===== src/rtl/maxnet_pkg.sv =====
// Shared types and constants for the Maxnet controller.
// Holds the FSM state encoding, neuron count, FP constants and defaults.
package maxnet_pkg;

    localparam int N = 4;

    localparam logic [31:0] ONE     = 32'h3F80_0000;
    localparam logic [31:0] EPS_NEG = 32'hBE4C_CCCD;

    localparam int MAC_LAT_DEF  = 2;
    localparam int MAX_ITER_DEF = 16;

    typedef enum logic [2:0] {
        S_IDLE,
        S_MAC,
        S_DRAIN,
        S_WB,
        S_COMMIT,
        S_CHECK,
        S_DONE
    } state_t;

    function automatic logic [2:0] popcnt4(input logic [3:0] v);
        return {2'b00, v[0]} + {2'b00, v[1]}
             + {2'b00, v[2]} + {2'b00, v[3]};
    endfunction

endpackage


===== src/rtl/maxnet_step_counter.sv =====
// 2-bit row/column step counter with a terminal-count flag.
// clr has priority over inc; last is high while the count is 3.
module maxnet_step_counter (
    input  logic       clk,
    input  logic       rst_n,
    input  logic       clr,
    input  logic       inc,
    output logic [1:0] cnt,
    output logic       last
);

    always_ff @(posedge clk or negedge rst_n) begin
        if (!rst_n) begin
            cnt <= 2'd0;
        end else if (clr) begin
            cnt <= 2'd0;
        end else if (inc) begin
            cnt <= cnt + 2'd1;
        end
    end

    assign last = &cnt;

endmodule


===== src/rtl/maxnet_controller.sv =====
// Maxnet winner-take-all sequencer driving a shared FP MAC.
// Strobe outputs are registered from the next-state decode.
module maxnet_controller
    import maxnet_pkg::*;
#(
    parameter int XLEN     = 32,
    parameter int MAC_LAT  = MAC_LAT_DEF,
    parameter int MAX_ITER = MAX_ITER_DEF
) (
    input  logic       clk,
    input  logic       rst_n,
    input  logic       start,
    input  logic [3:0] nz,
    output logic [1:0] w_row,
    output logic [1:0] w_col,
    output logic       mac_clr,
    output logic       mac_en,
    output logic       a_we,
    output logic [1:0] wb_row,
    output logic       commit,
    output logic       busy,
    output logic       done,
    output logic       timeout,
    output logic [7:0] iter
);

    if (XLEN != 32 || MAC_LAT < 1 || MAC_LAT > 7 ||
        MAX_ITER < 1 || MAX_ITER > 255) begin : g_bad_param
        $error("maxnet_controller: illegal parameter");
    end

    localparam logic [2:0] DRAIN_LAST = 3'(MAC_LAT - 1);
    localparam logic [7:0] ITER_LIM   = 8'(MAX_ITER);

    state_t     state;
    state_t     nstate;
    logic [1:0] row;
    logic [1:0] col;
    logic       row_last;
    logic       col_last;
    logic       cnt_clr;
    logic       row_inc;
    logic       col_inc;
    logic [2:0] dcnt;
    logic [7:0] iter_inc;
    logic       conv;
    logic       hit_lim;
    logic       in_row;

    assign iter_inc = iter + 8'd1;
    assign conv     = popcnt4(nz) <= 3'd1;
    assign hit_lim  = iter_inc == ITER_LIM;

    assign cnt_clr = (state == S_IDLE) || (state == S_CHECK);
    assign row_inc = (state == S_WB) && !row_last;
    assign col_inc = (state == S_MAC);

    maxnet_step_counter u_row (
        .clk  (clk),
        .rst_n(rst_n),
        .clr  (cnt_clr),
        .inc  (row_inc),
        .cnt  (row),
        .last (row_last)
    );

    maxnet_step_counter u_col (
        .clk  (clk),
        .rst_n(rst_n),
        .clr  (cnt_clr),
        .inc  (col_inc),
        .cnt  (col),
        .last (col_last)
    );

    always_comb begin
        nstate = state;
        unique case (state)
            S_IDLE:   if (start) nstate = S_MAC;
            S_MAC:    if (col_last) nstate = S_DRAIN;
            S_DRAIN:  if (dcnt == DRAIN_LAST) nstate = S_WB;
            S_WB:     nstate = row_last ? S_COMMIT : S_MAC;
            S_COMMIT: nstate = S_CHECK;
            S_CHECK:  nstate = (conv || hit_lim) ? S_DONE : S_MAC;
            S_DONE:   nstate = S_IDLE;
            default:  nstate = S_IDLE;
        endcase
    end

    always_ff @(posedge clk or negedge rst_n) begin
        if (!rst_n) begin
            state   <= S_IDLE;
            dcnt    <= 3'd0;
            iter    <= 8'd0;
            timeout <= 1'b0;
            mac_en  <= 1'b0;
            mac_clr <= 1'b0;
            a_we    <= 1'b0;
            commit  <= 1'b0;
            done    <= 1'b0;
        end else begin
            state   <= nstate;
            dcnt    <= (state == S_DRAIN) ? dcnt + 3'd1 : 3'd0;
            mac_en  <= nstate == S_MAC;
            // a fresh row always starts at column 0
            mac_clr <= (nstate == S_MAC) && (state != S_MAC);
            a_we    <= nstate == S_WB;
            commit  <= nstate == S_COMMIT;
            done    <= nstate == S_DONE;
            if (state == S_IDLE && start) begin
                iter    <= 8'd0;
                timeout <= 1'b0;
            end else if (state == S_CHECK) begin
                iter    <= iter_inc;
                timeout <= !conv && hit_lim;
            end
        end
    end

    assign in_row = (state == S_MAC) || (state == S_DRAIN)
                 || (state == S_WB);
    assign busy   = state != S_IDLE;
    assign w_row  = in_row ? row : 2'd0;
    assign w_col  = in_row ? col : 2'd0;
    assign wb_row = (state == S_WB) ? row : 2'd0;

endmodule

===== config.mk =====
export PLATFORM = sky130hd
export DESIGN_NAME = maxnet_controller
export DESIGN_NICKNAME = d
export VERILOG_FILES = /design/src/rtl/maxnet_pkg.sv /design/src/rtl/maxnet_step_counter.sv /design/src/rtl/maxnet_controller.sv
export SDC_FILE = /design/constraint.sdc
export NUM_CORES = 1
export LEC_CHECK = 0
export ABC_CLOCK_PERIOD_IN_PS = 2000
export BUFFER_PORTS_ARGS = -buffer_cell sky130_fd_sc_hd__buf_2
export CORE_MARGIN = 2
export CORE_UTILIZATION = 35
export CTS_CLUSTER_SIZE = 14
export DETAILED_ROUTE_END_ITERATION = 8
export PLACE_DENSITY = 0.52
export SLEW_MARGIN = 20
export SYNTH_ARGS = -nofsm -noshare
export SYNTH_HDL_FRONTEND = slang
export SYNTH_HIERARCHICAL = 1
export SYNTH_SLANG_ARGS = --single-unit

===== constraint.sdc =====
create_clock -name clk -period 2 [get_ports clk]
set_input_delay 0.4 -clock clk [delete_from_list [all_inputs] [get_ports clk]]
set_output_delay 0.4 -clock clk [all_outputs]
set_load 0.02 [all_outputs]

---- Yosys cells after proc, flatten, opt, wreduce, memory -nomap -nowiden ----
Index checks and enable logic that the tools add are counted.
storage, ports and cells
  register bits ........................... 24
  bits of input ports ..................... 7
  output and inout bits ................... 21
  logic and storage cells ................. 66
operators by class
  add/subtract/negate cells ............... 7
  order comparisons ....................... 1
  eq/ne operators ......................... 12
  multiplexer cells ....................... 18
  reduce and logical (&&, ||, !) cells .... 17
operators with widths
  operator             count
  $mux 3               6
  $pmux 3 s6           1
  $mux 8               2
  $mux 2               7
  $eq 3x3->1 const B   4
  $eq 3x1->1 const B   3
  $eq 3x2->1 const B   3
  $add 8x1->8 const B  1
  $eq 8x5->1 const B   1
  $reduce_bool 2->1    3
  $add 2x1->2 const B  2
  $logic_and 1x1->1    4
  $logic_or 1x1->1     4
  $reduce_and 2->1     2
  $add 2x1->3          1
  $add 3x1->3          1
  $add 3x1->3 const B  1
  $le 3x1->1 const B   1
  $logic_not 3->1      1
  $ne 3x1->1 const B   1
  $reduce_bool 3->1    1
  $add 1x1->2          1
  $logic_not 1->1      2
  $mux 1               2

---- Longest topological paths before layout ----
Gate-level depths: netlist (run 1).
  depth in word-level cells ............... 9
  gate-level depth with buffers ........... 6
  gate-level depth less buffers ........... 5

---- Modules after synthesis ----
The synthesis (run 1) kept the hierarchy.
by module, submodules not included
  module               times used  cells each  area an instance (µm²)  sequential area each (µm²)
  maxnet_controller    1           120         1,112.3                 500.5
  maxnet_step_counter  2           7           88.8                    50.0

---- Least setup slack after synthesis (run 1) ----
No wires, ideal clock.
  kind .................................... register to output
  start ................................... reg state[0]
  end ..................................... out w_col[0]
  arrival time ............................ 1.129 ns
  required time ........................... 1.600 ns
  path slack .............................. 0.471 ns
  cell stages (with the launch flop) ...... 6
  path buffers ............................ 2
  path through ............................ dfrtp_1 buf_2 clkbuf_1 nor2_1 nor2_1 and2_1
on the way
  cells in the longest elaborated chain, start to end .. 4
  elaborated cells on any way between the ends .. 6
  those cells by class .................... eq/ne (3); mux (1); reduce/logical (2)
RTL lines
  element                                          RTL line                  source
  start, declared                                  maxnet_controller.sv:35   state_t state;
  start signal, assigned                           maxnet_controller.sv:102  state <= nstate;
  $eq 3x1->1 / $eq 3x2->1 (equally long branches)  maxnet_controller.sv:120  assign in_row = (state == S_MAC) || (state == S_DRAIN)
  $logic_or 1x1->1                                 maxnet_controller.sv:120
  $logic_or 1x1->1 (*)                             maxnet_controller.sv:121  || (state == S_WB);
  $mux 2 (*)                                       maxnet_controller.sv:124  assign w_col = in_row ? col : 2'd0;
  end, declared                                    maxnet_controller.sv:15   output logic [1:0] w_col,
Every way passes the cells marked *; elsewhere a longest branch is shown, timed or not.

---- Worst setup path after layout (run 1) ----
  start ................................... reg state[2]
  end ..................................... out wb_row[0]
on the way
  cells in the longest elaborated chain, start to end .. 2
RTL lines
  element        RTL line                  source
  $eq 3x2->1     maxnet_controller.sv:125  assign wb_row = (state == S_WB) ? row : 2'd0;
  $mux 2         maxnet_controller.sv:125
  end, declared  maxnet_controller.sv:19   output logic [1:0] wb_row,
No other way between the ends.

==> impl_metrics.py, run 1 <==
metrics = {
    "detailed_routing": {
        "drt-vias-per-instance": 5.101,
        "post-route-drc-count": 0,
        "first_pass_iters": 6,
        "vias": 1056,
        "totalWireLength_um": 2828,
        "drt_first_iter_violations": 53,
        "wire_per_inst_um": 13.66,
        "final_antenna_net_count": 0,
    },
    "logic_synthesis": {
        "synth-main-ff-cell": "sky130_fd_sc_hd__dfrtp_1",
        "synth.avg_cell_area_um2": 9.627,
        "yosys.cell_types.count": 40,
        "main_combinational_cell_family_by_area_after_synthesis": "simple AND/OR/NAND/NOR gates",
        "synth-async-reset-ratio_pct": 100.0,
        "synth_sequential_area_ratio_pct": 46.56,
        "synth_adder_area_share_pct": 6.402,
        "synth_area_mm2": 0.001290,
        "synth_top_area_cell": "sky130_fd_sc_hd__dfrtp_1",
        "post_synth_mux_area_share_pct": 2.328,
        "synth.ff_latch_count": 24,
        "ys_warn_count": 6,
        "synth-compound-area-share_pct": 14.74,
        "synthSimpleGateAreaFrac_pct": 23.47,
        "yosys.area_share.xor_xnor_pct": 2.716,
        "synth_fp_nets": 147,
        "synth_area_leaders": "sky130_fd_sc_hd__dfrtp_1 47%, sky130_fd_sc_hd__ha_1 4.8%, sky130_fd_sc_hd__nor2_1 4.1%",
        "synth_top_area_share_pct": 46.56,
        "postSynthCellCount": 134,
        "synth_edf_count": 0,
    },
    "die": {
        "std_cell_rows": 22,
        "die-width_um": 64.71,
        "initial_utilization_pct": 35.77,
        "io_pins": 28,
        "dieArea_mm2": 0.004187,
        "core_area_mm2": 0.003606,
        "die-height_um": 64.71,
    },
    "clock_network": {
        "cts-hold-fix-buffers": 0,
        "cts_buffer_depth": 2,
        "h-tree-depth": 1,
        "cts-buffers-inserted": 3,
        "cts_sinks": 24,
        "clock_pin_slew_on_the_worst_setup_and_hold_paths_ps": 90,
        "post_cts.repair.setup_buffers": 0,
        "cts_root_buffer": "sky130_fd_sc_hd__clkbuf_8",
        "tritoncts": "done",
        "worst_skew_pair.late_latency_ps": 270,
        "post_cts_resized": 0,
    },
    "final_layout": {
        "layout_commonest_cell": "sky130_fd_sc_hd__buf_2",
        "num_antenna_cells": 0,
        "filler_cell_count": 378,
        "stdcell_area_mm2": 0.001508,
        "layout-area-overhead-vs-synth_pct": 16.88,
        "final_nets": 173,
        "finalCoreUtilization_pct": 41.81,
        "most-common-layout-cells": "27 x sky130_fd_sc_hd__buf_2, 23 x sky130_fd_sc_hd__dfrtp_1, 14 x sky130_fd_sc_hd__nor2_1",
        "drive_above_1_share_pct": 22.64,
    },
    "sta": {
        "finalSetupTns_ps": 0,
        "rsz_0062_raised_after_global_routing": "no",
        "final.period_utilization_pct": 89.92,
        "timing.final.setup_violations": 0,
        "max_clock_freq_mhz": 556.0,
        "timing_hold_violations_final": 0,
        "final_period_minus_worst_setup_slack_ps": 1798,
        "clock-skew-final_ps": 6.446,
        "timing.slew.headroom_pct": 63.11,
        "worstMarginPinSlew_ps": 553.4,
        "slew_violations": 0,
    },
    "placement": {
        "placed_area_mm2": 0.001451,
        "globalplace.congestion": 0.7049,
        "place.detailed.hpwl_um": 2114,
        "placement.io_buffers": 27,
    },
    "grt": {
        "grt_use_total_pct": 14.97,
        "number_of_antenna_violations_at_the_first_check_in_global_routing": 0,
        "grt_first_pass_wirelength_um": 4774,
        "globalRoute.totalOverflow": 0,
        "pin_count_of_the_biggest_net_entering_global_routing": 25,
        "first_global_vias": 959,
    },
    "run": {
        "timing.max_cap.violations": 0,
    },
    "critical_path": {
        "critPathRequiredTime_ps": 1600,
        "criticalPathCategory": "flip-flop to output pin",
        "worst-path-max-fanout": 11,
        "crit_path_start_kind": "flip-flop",
        "worstSetupEndpointType": "output pin",
        "worst_ep_arrival_time_ps": 1400,
        "critical_path.reg2reg.startpoint": "state[2]",
        "worst_r2r_path_depth": 3,
        "cp-startpoint": "state[2]",
    },
    "power": {
        "power.density_mw_per_mm2": 1075,
        "max-vdd-ir-drop_mv": 0.3017,
        "power.total_w": 0.001621,
        "p_leak_nw": 0.7745,
    },
    "status": {
        "run_status": "completed",
    },
    "min_path": {
        "min-delay-path-class": "primary input to async pin",
    },
}
## critical path, cell delays in order (launching register included)
cell and delay (ps):
sky130_fd_sc_hd__dfrtp_1 530, sky130_fd_sc_hd__and2b_1 270, sky130_fd_sc_hd__and3_1 190, sky130_fd_sc_hd__buf_2 150
## through the flow
step | hold slack [ps] | worst slack [ps] | instances
finish | 109.0 | 201.6 | 207
global route | 138.0 | 45.21 | 207
CTS | 118.5 | 72.79 | 207
detailed placement | 421.6 | 329.8 | 203
global placement | 413.1 | 356.6 | 203
floorplan | 104.4 | 471.3 | 134
## synthesized netlist by cell type (2+ instances only)
cell type and n:
sky130_fd_sc_hd__nor2b_1 2, sky130_fd_sc_hd__nand3_1 6, sky130_fd_sc_hd__nand2b_1 2, sky130_fd_sc_hd__inv_1 4
sky130_fd_sc_hd__buf_2 3, sky130_fd_sc_hd__xnor2_1 3, sky130_fd_sc_hd__dfrtp_1 24, sky130_fd_sc_hd__nand2_1 9
sky130_fd_sc_hd__and3_1 4, sky130_fd_sc_hd__o21ai_0 5, sky130_fd_sc_hd__clkbuf_1 2, sky130_fd_sc_hd__nor3_1 2
sky130_fd_sc_hd__and2b_1 2, sky130_fd_sc_hd__a21oi_1 7, sky130_fd_sc_hd__and2_1 5, sky130_fd_sc_hd__ha_1 5
sky130_fd_sc_hd__nor2_1 14, sky130_fd_sc_hd__o21ai_1 10, sky130_fd_sc_hd__nand4_1 2, sky130_fd_sc_hd__mux2i_1 3
## kinds of logic (layout without fill, tap and decap cells)
logic type	after synthesis	in the layout
simple gates	56	56
compound gates	31	31
flops	24	24
buf+inv	10	35
fa+ha+maj	6	6
xor+xnor	4	4
mux	3	3
## registers in the layout (all words and copies together) (netlist names)
signal	cells
mac_clr	1
timeout	1
a_we	1
dcnt	3
mac_en	1
state	3
commit	1
u_col/cnt	2
iter	8
done	1
u_row/cnt	2
## final timing paths
check                             to  slack (ps)
max                        wb_row[0]         200
min                           commit         110
max reg2reg                  timeout         490
min reg2reg                  dcnt[0]         470
max in group asynchronous   state[0]        1500
min in group clk             dcnt[0]         470
## layout make-up
type	count	area [um2]	area share (%)
multi-input combinational	100	640.6	42.49
clock buffer	4	55.05	3.651
inverter	4	15.01	0.9958
sequential	24	601.8	39.92
timing repair buffer	27	135.1	8.963
tap	48	60.06	3.983
## layer usage
metal / part of all wire, % / vias up / GRT usage, %
met5: 0 / - / 0
met4: 1.2 / 0 / 7.979
met3: 5.0 / 2 / 2.431
met2: 50 / 31 / 24.74
met1: 44 / 506 / 18.65
li1: - / 517 / -
## power by group
| group | total, W | internal (W) | switching [W] |
|---|---|---|---|
| combinational | 0.000597 | 0.000256 | 0.000341 |
| sequential | 0.000695 | 0.000575 | 0.000120 |
| clock | 0.000329 | 0.000176 | 0.000154 |
| total | 0.00162 | 0.00101 | 0.000614 |
(Power assumes the default switching activity.)
==> run 2: changes to the inputs <==
--- a/config.mk
+++ b/config.mk
@@ -11,7 +11,6 @@
 export CORE_UTILIZATION = 35
 export CTS_CLUSTER_SIZE = 14
 export DETAILED_ROUTE_END_ITERATION = 8
-export PLACE_DENSITY = 0.52
 export SLEW_MARGIN = 20
 export SYNTH_ARGS = -nofsm -noshare
 export SYNTH_HDL_FRONTEND = slang
==> impl_metrics.py, run 2 (synthesis gave the netlist of run 1 again) <==
metrics = {
    "status": {
        "run_status": "completed",
    },
    "clock_network": {
        "post_cts.repair.setup_buffers": 0,
        "cts-buffers-inserted": 3,
        "cts_root_buffer": "sky130_fd_sc_hd__clkbuf_8",
        "tritoncts": "done",
        "worst_skew_pair.late_latency_ps": 270,
        "cts_buffer_depth": 2,
        "cts-hold-fix-buffers": 0,
        "h-tree-depth": 1,
        "cts_sinks": 24,
        "clock_pin_slew_on_the_worst_setup_and_hold_paths_ps": 90,
    },
    "power": {
        "max-vdd-ir-drop_mv": 0.3400,
        "p_leak_nw": 0.7814,
        "power_frac_seq_pct": 40.2,
        "total_switching_power_w": 0.0006283,
        "share_comb_of_total_power_pct": 35.0,
        "intPower_w": 0.001100,
        "sw_frac_of_total_pct": 36.35,
        "power.share.clock_pct": 24.9,
        "power.density_mw_per_mm2": 1134,
    },
    "placement": {
        "globalplace.congestion": 0.7987,
        "placed_area_mm2": 0.001451,
        "place.detailed.hpwl_um": 2015,
        "placement.io_buffers": 27,
        "placedCellCount": 203,
    },
    "final_layout": {
        "filler_cell_count": 364,
        "largest_register_ffs": 8,
        "multi_input_area_um2": 640.6,
        "drive_above_1_share_pct": 22.64,
        "largest-register": "iter",
        "num_antenna_cells": 0,
        "stdcell_area_mm2": 0.001524,
        "reg_top3": "iter: 8 flops, dcnt: 3 flops, state: 3 flops",
        "most-common-layout-cells": "27 x sky130_fd_sc_hd__buf_2, 23 x sky130_fd_sc_hd__dfrtp_1, 14 x sky130_fd_sc_hd__nor2_1",
        "final_nets": 173,
        "layout-area-overhead-vs-synth_pct": 18.14,
        "sequential_cell_area_um2": 601.8,
        "stdcell_count": 207,
        "layout_commonest_cell": "sky130_fd_sc_hd__buf_2",
        "finalCoreUtilization_pct": 42.26,
    },
    "sta": {
        "slew_violations": 0,
        "timing.final.setup_violations": 0,
        "final_period_minus_worst_setup_slack_ps": 1827,
        "final.period_utilization_pct": 91.35,
        "rsz_0062_raised_after_global_routing": "no",
        "clock-skew-final_ps": 8.140,
        "final.hold.worst_slack_ps": 100.8,
        "max_clock_freq_mhz": 547.3,
        "timing_hold_violations_final": 0,
        "finalSetupTns_ps": 0,
        "timing.slew.headroom_pct": 63.53,
        "worstMarginPinSlew_ps": 547.0,
    },
    "detailed_routing": {
        "wl_met3_um": 87,
        "drt-vias-per-instance": 5.150,
        "m1WireLength_um": 1279,
        "totalWireLength_um": 2757,
        "vias": 1066,
        "topRoutingLayerUsed": "met4",
        "first_pass_iters": 4,
        "met2WireLength_um": 1339,
        "final_antenna_net_count": 0,
        "wire_per_inst_um": 13.32,
        "post-route-drc-count": 0,
        "drt_first_iter_violations": 41,
    },
    "critical_path": {
        "critPathRequiredTime_ps": 1600,
        "worstSetupEndpointType": "output pin",
        "worst_ep_arrival_time_ps": 1430,
        "worst-path-max-fanout": 11,
        "criticalPathCategory": "flip-flop to output pin",
        "crit_path_start_kind": "flip-flop",
    },
    "grt": {
        "globalRoute.totalOverflow": 0,
        "grt_first_pass_wirelength_um": 4726,
        "number_of_antenna_violations_at_the_first_check_in_global_routing": 0,
        "first_global_vias": 1027,
        "pin_count_of_the_biggest_net_entering_global_routing": 25,
        "grt_use_total_pct": 14.71,
    },
    "die": {
        "std_cell_rows": 22,
        "die-height_um": 64.71,
        "initial_utilization_pct": 35.77,
        "core_area_mm2": 0.003606,
        "io_pins": 28,
        "dieArea_mm2": 0.004187,
        "die-width_um": 64.71,
    },
    "min_path": {
        "min-delay-path-class": "primary input to async pin",
    },
    "run": {
        "timing.max_cap.violations": 0,
    },
}
run 2: timing repair:
item,4_1_cts,5_1_grt
setup endpoints to repair,0,4
gates resized for setup,0,1
endpoints found under the hold margin,0,0
run 2: layout make-up:
class                      count  area share [%]
tap                           48           3.941
timing repair buffer          27           8.867
multi-input combinational    100           42.04
clock buffer                   3           2.709
sequential                    24           39.49
clock inverter                 1           1.970
inverter                       4          0.9852
run 2: critical path, cell delays in order (launching register included):
cell and delay, ps:
sky130_fd_sc_hd__dfrtp_1 530, sky130_fd_sc_hd__and2b_1 280, sky130_fd_sc_hd__and3_1 190, sky130_fd_sc_hd__buf_2 150
run 2: path summary, 6_finish.rpt:
path                               start   endpoint  slack, ps  cells after the start
worst min register to register   dcnt[0]    dcnt[0]        480                      1
min in group clk                 dcnt[0]    dcnt[0]        480                      1
worst max register to register  state[2]    iter[7]        470                      4
worst max-delay path            state[2]  wb_row[0]        170                      3
worst min-delay path               rst_n     commit        100                      1
max in group asynchronous          rst_n   state[0]       1500                      1
run 2: power by group through the flow:
| stage | Sequential, W | Combinational [W] | Clock (W) |
|---|---|---|---|
| after floorplan | 0.000667 | 0.000471 | 0 |
| after global routing | 0.000713 | 0.000683 | 0.000455 |
| after global placement | 0.000697 | 0.000587 | 0 |
| final | 0.000694 | 0.000604 | 0.000430 |
| after detailed placement | 0.000703 | 0.000607 | 0 |
| after CTS | 0.000692 | 0.000614 | 0.000437 |
run 2: routing by layer:
layer | track usage (%) | up-vias
met1 | 18.69 | 522
met2 | 24.74 | 23
li1 | - | 517
met4 | 7.181 | 0
met5 | 0 | -
met3 | 1.736 | 4
run 2: per-stage QoR:
| stage | setup slack [ps] | power, W |
|---|---|---|
| floorplan | 471.3 | 0.001138 |
| global placement | 360.6 | 0.001284 |
| detailed placement | 340.1 | 0.001310 |
| CTS | 63.48 | 0.001743 |
| global route | 62.20 | 0.001851 |
| finish | 172.9 | 0.001728 |
==> run 3: changes to the inputs <==
--- a/config.mk
+++ b/config.mk
@@ -6,11 +6,12 @@
 export NUM_CORES = 1
 export LEC_CHECK = 0
 export ABC_CLOCK_PERIOD_IN_PS = 2000
-export BUFFER_PORTS_ARGS = -buffer_cell sky130_fd_sc_hd__buf_2
 export CORE_MARGIN = 2
 export CORE_UTILIZATION = 35
 export CTS_CLUSTER_SIZE = 14
 export DETAILED_ROUTE_END_ITERATION = 8
+export DONT_BUFFER_PORTS = 1
+export MAX_ROUTING_LAYER = met4
 export SLEW_MARGIN = 20
 export SYNTH_ARGS = -nofsm -noshare
 export SYNTH_HDL_FRONTEND = slang
==> impl_metrics.py, run 3 (synthesis gave the netlist of run 1 again) <==
metrics = {
    "status": {
        "run_status": "completed",
    },
    "final_layout": {
        "drive_above_1_share_pct": 6.015,
        "final_nets": 148,
        "most-common-layout-cells": "24 x sky130_fd_sc_hd__dfrtp_1, 14 x sky130_fd_sc_hd__nor2_1, 10 x sky130_fd_sc_hd__o21ai_1",
        "reg_top3": "iter: 8 flops, dcnt: 3 flops, state: 3 flops",
        "layout_commonest_cell": "sky130_fd_sc_hd__dfrtp_1",
        "layout-area-overhead-vs-synth_pct": 7.565,
        "largest-register": "iter",
        "filler_cell_count": 365,
        "largest_register_ffs": 8,
        "stdcell_count": 181,
        "num_antenna_cells": 0,
    },
    "critical_path": {
        "cp_cell_sequence": "nor2_1 -> nor2_1 -> and2_1",
        "crit_path_start_kind": "flip-flop",
        "path_buf_inv": 0,
        "timing.critical_path.mode_cell": "sky130_fd_sc_hd__nor2_1",
        "critPathRequiredTime_ps": 1600,
        "timing.critical_path.slowest_stage_cell": "sky130_fd_sc_hd__dfrtp_1",
        "worst_ep_arrival_time_ps": 1430,
        "worst_stage_delay_on_the_critical_path_ps": 620,
        "criticalPathCategory": "flip-flop to output pin",
        "worst-path-max-fanout": 17,
        "worstSetupEndpointType": "output pin",
        "worst_path_dominant_cell_family": "flip-flops",
    },
    "clock_network": {
        "cts_sinks": 24,
        "post_cts.repair.setup_buffers": 0,
        "cts-buffers-inserted": 3,
        "clock_pin_slew_on_the_worst_setup_and_hold_paths_ps": 80,
        "tritoncts": "done",
        "cts_root_buffer": "sky130_fd_sc_hd__clkbuf_8",
        "worst_skew_pair.late_latency_ps": 260,
        "cts-hold-fix-buffers": 2,
        "cts_buffer_depth": 2,
        "post_cts_resized": 0,
        "h-tree-depth": 1,
    },
    "detailed_routing": {
        "post-route-drc-count": 0,
        "vias": 957,
        "first_pass_iters": 4,
        "totalWireLength_um": 2752,
        "final_antenna_net_count": 0,
        "drt-vias-per-instance": 5.287,
        "drt_first_iter_violations": 76,
        "wire_per_inst_um": 15.20,
    },
    "sta": {
        "final.period_utilization_pct": 91.54,
        "max_clock_freq_mhz": 546.2,
        "timing.slew.headroom_pct": 70.48,
        "timing_hold_violations_final": 0,
        "final_period_minus_worst_setup_slack_ps": 1831,
        "timing.final.setup_violations": 0,
        "finalSetupTns_ps": 0,
        "rsz_0062_raised_after_global_routing": "no",
        "slew_violations": 0,
        "clock-skew-final_ps": 4.902,
        "worstMarginPinSlew_ps": 442.9,
    },
    "power": {
        "sw_frac_of_total_pct": 39.19,
        "power.share.clock_pct": 18.8,
        "share_comb_of_total_power_pct": 32.9,
        "intPower_w": 0.0009157,
        "max-vdd-ir-drop_mv": 0.2698,
        "p_leak_nw": 0.6497,
        "total_switching_power_w": 0.0005900,
        "power.density_mw_per_mm2": 1085,
        "power_frac_seq_pct": 48.3,
    },
    "grt": {
        "gr-usage-met3_pct": 3.299,
        "grt.met1_usage_pct": 19.38,
        "grt_first_pass_wirelength_um": 4899,
        "pin_count_of_the_biggest_net_entering_global_routing": 25,
        "grt_use_total_pct": 15.74,
        "globalRoute.totalOverflow": 0,
        "first_global_vias": 994,
        "number_of_antenna_violations_at_the_first_check_in_global_routing": 0,
        "grt_util_met2_pct": 25.64,
        "top_usage_layer": "met2",
    },
    "die": {
        "initial_utilization_pct": 35.77,
        "io_pins": 28,
        "die-height_um": 64.71,
        "core_area_mm2": 0.003606,
        "die-width_um": 64.71,
        "std_cell_rows": 22,
        "dieArea_mm2": 0.004187,
    },
    "min_path": {
        "min-delay-path-class": "primary input to flip-flop",
    },
    "placement": {
        "placedCellCount": 176,
        "globalplace.congestion": 0.7683,
        "place.detailed.hpwl_um": 2009,
        "placement.io_buffers": 0,
    },
    "run": {
        "timing.max_cap.violations": 0,
    },
}
-- run 3: power by group through the flow --
stage	registers (W)	clock network [W]	logic [W]
2_1_floorplan	0.000667	0	0.000471
3_3_place_gp	0.000730	0	0.000470
3_5_place_dp	0.000738	0	0.000485
4_1_cts	0.000727	0.000291	0.000503
5_1_grt	0.000749	0.000316	0.000577
6_report	0.000727	0.000283	0.000496
-- run 3: path summary, 6_finish.rpt --
check                         start            to  slack (ps)  cells past startpoint
max                        state[0]      w_col[0]         170                      3
min                           nz[2]       timeout         470                      2
max reg2reg                 iter[0]       iter[6]         390                      5
min reg2reg                 dcnt[0]       dcnt[0]         480                      1
max in group asynchronous     rst_n  u_col/cnt[1]        1280                      2
min in group asynchronous     rst_n      state[2]         580                      2
-- run 3: area by class of cell --
type	instances	area (um2)	share of cell area (%)
inverters	4	15.01	1.082
multi-input cells	100	640.6	46.17
repair buffers	2	30.03	2.164
clock buffers	3	41.29	2.976
well taps	48	60.06	4.328
flip-flops and latches	24	600.6	43.28
-- run 3: layer usage --
layer | up-vias | part of all wire, %
met3 | 2 | 4.5
met4 | 0 | 0.98
met2 | 23 | 50
li1 | 470 | -
met1 | 462 | 44
met5 | - | 0
-- run 3: through the flow --
stage | setup slack, ps | total power [W] | utilization (%) | hold slack (ps) | cell area (um2)
finish | 169.2 | 0.001506 | 38.48 | 465.6 | 1388
global route | 10.92 | 0.001642 | 38.48 | 465.5 | 1388
CTS | 161.7 | 0.001522 | 38.48 | 459.0 | 1388
detailed placement | 407.6 | 0.001223 | 36.50 | 105.0 | 1316
global placement | 402.9 | 0.001200 | 36.50 | 105.0 | 1316
floorplan | 471.3 | 0.001138 | - | 104.4 | 1290
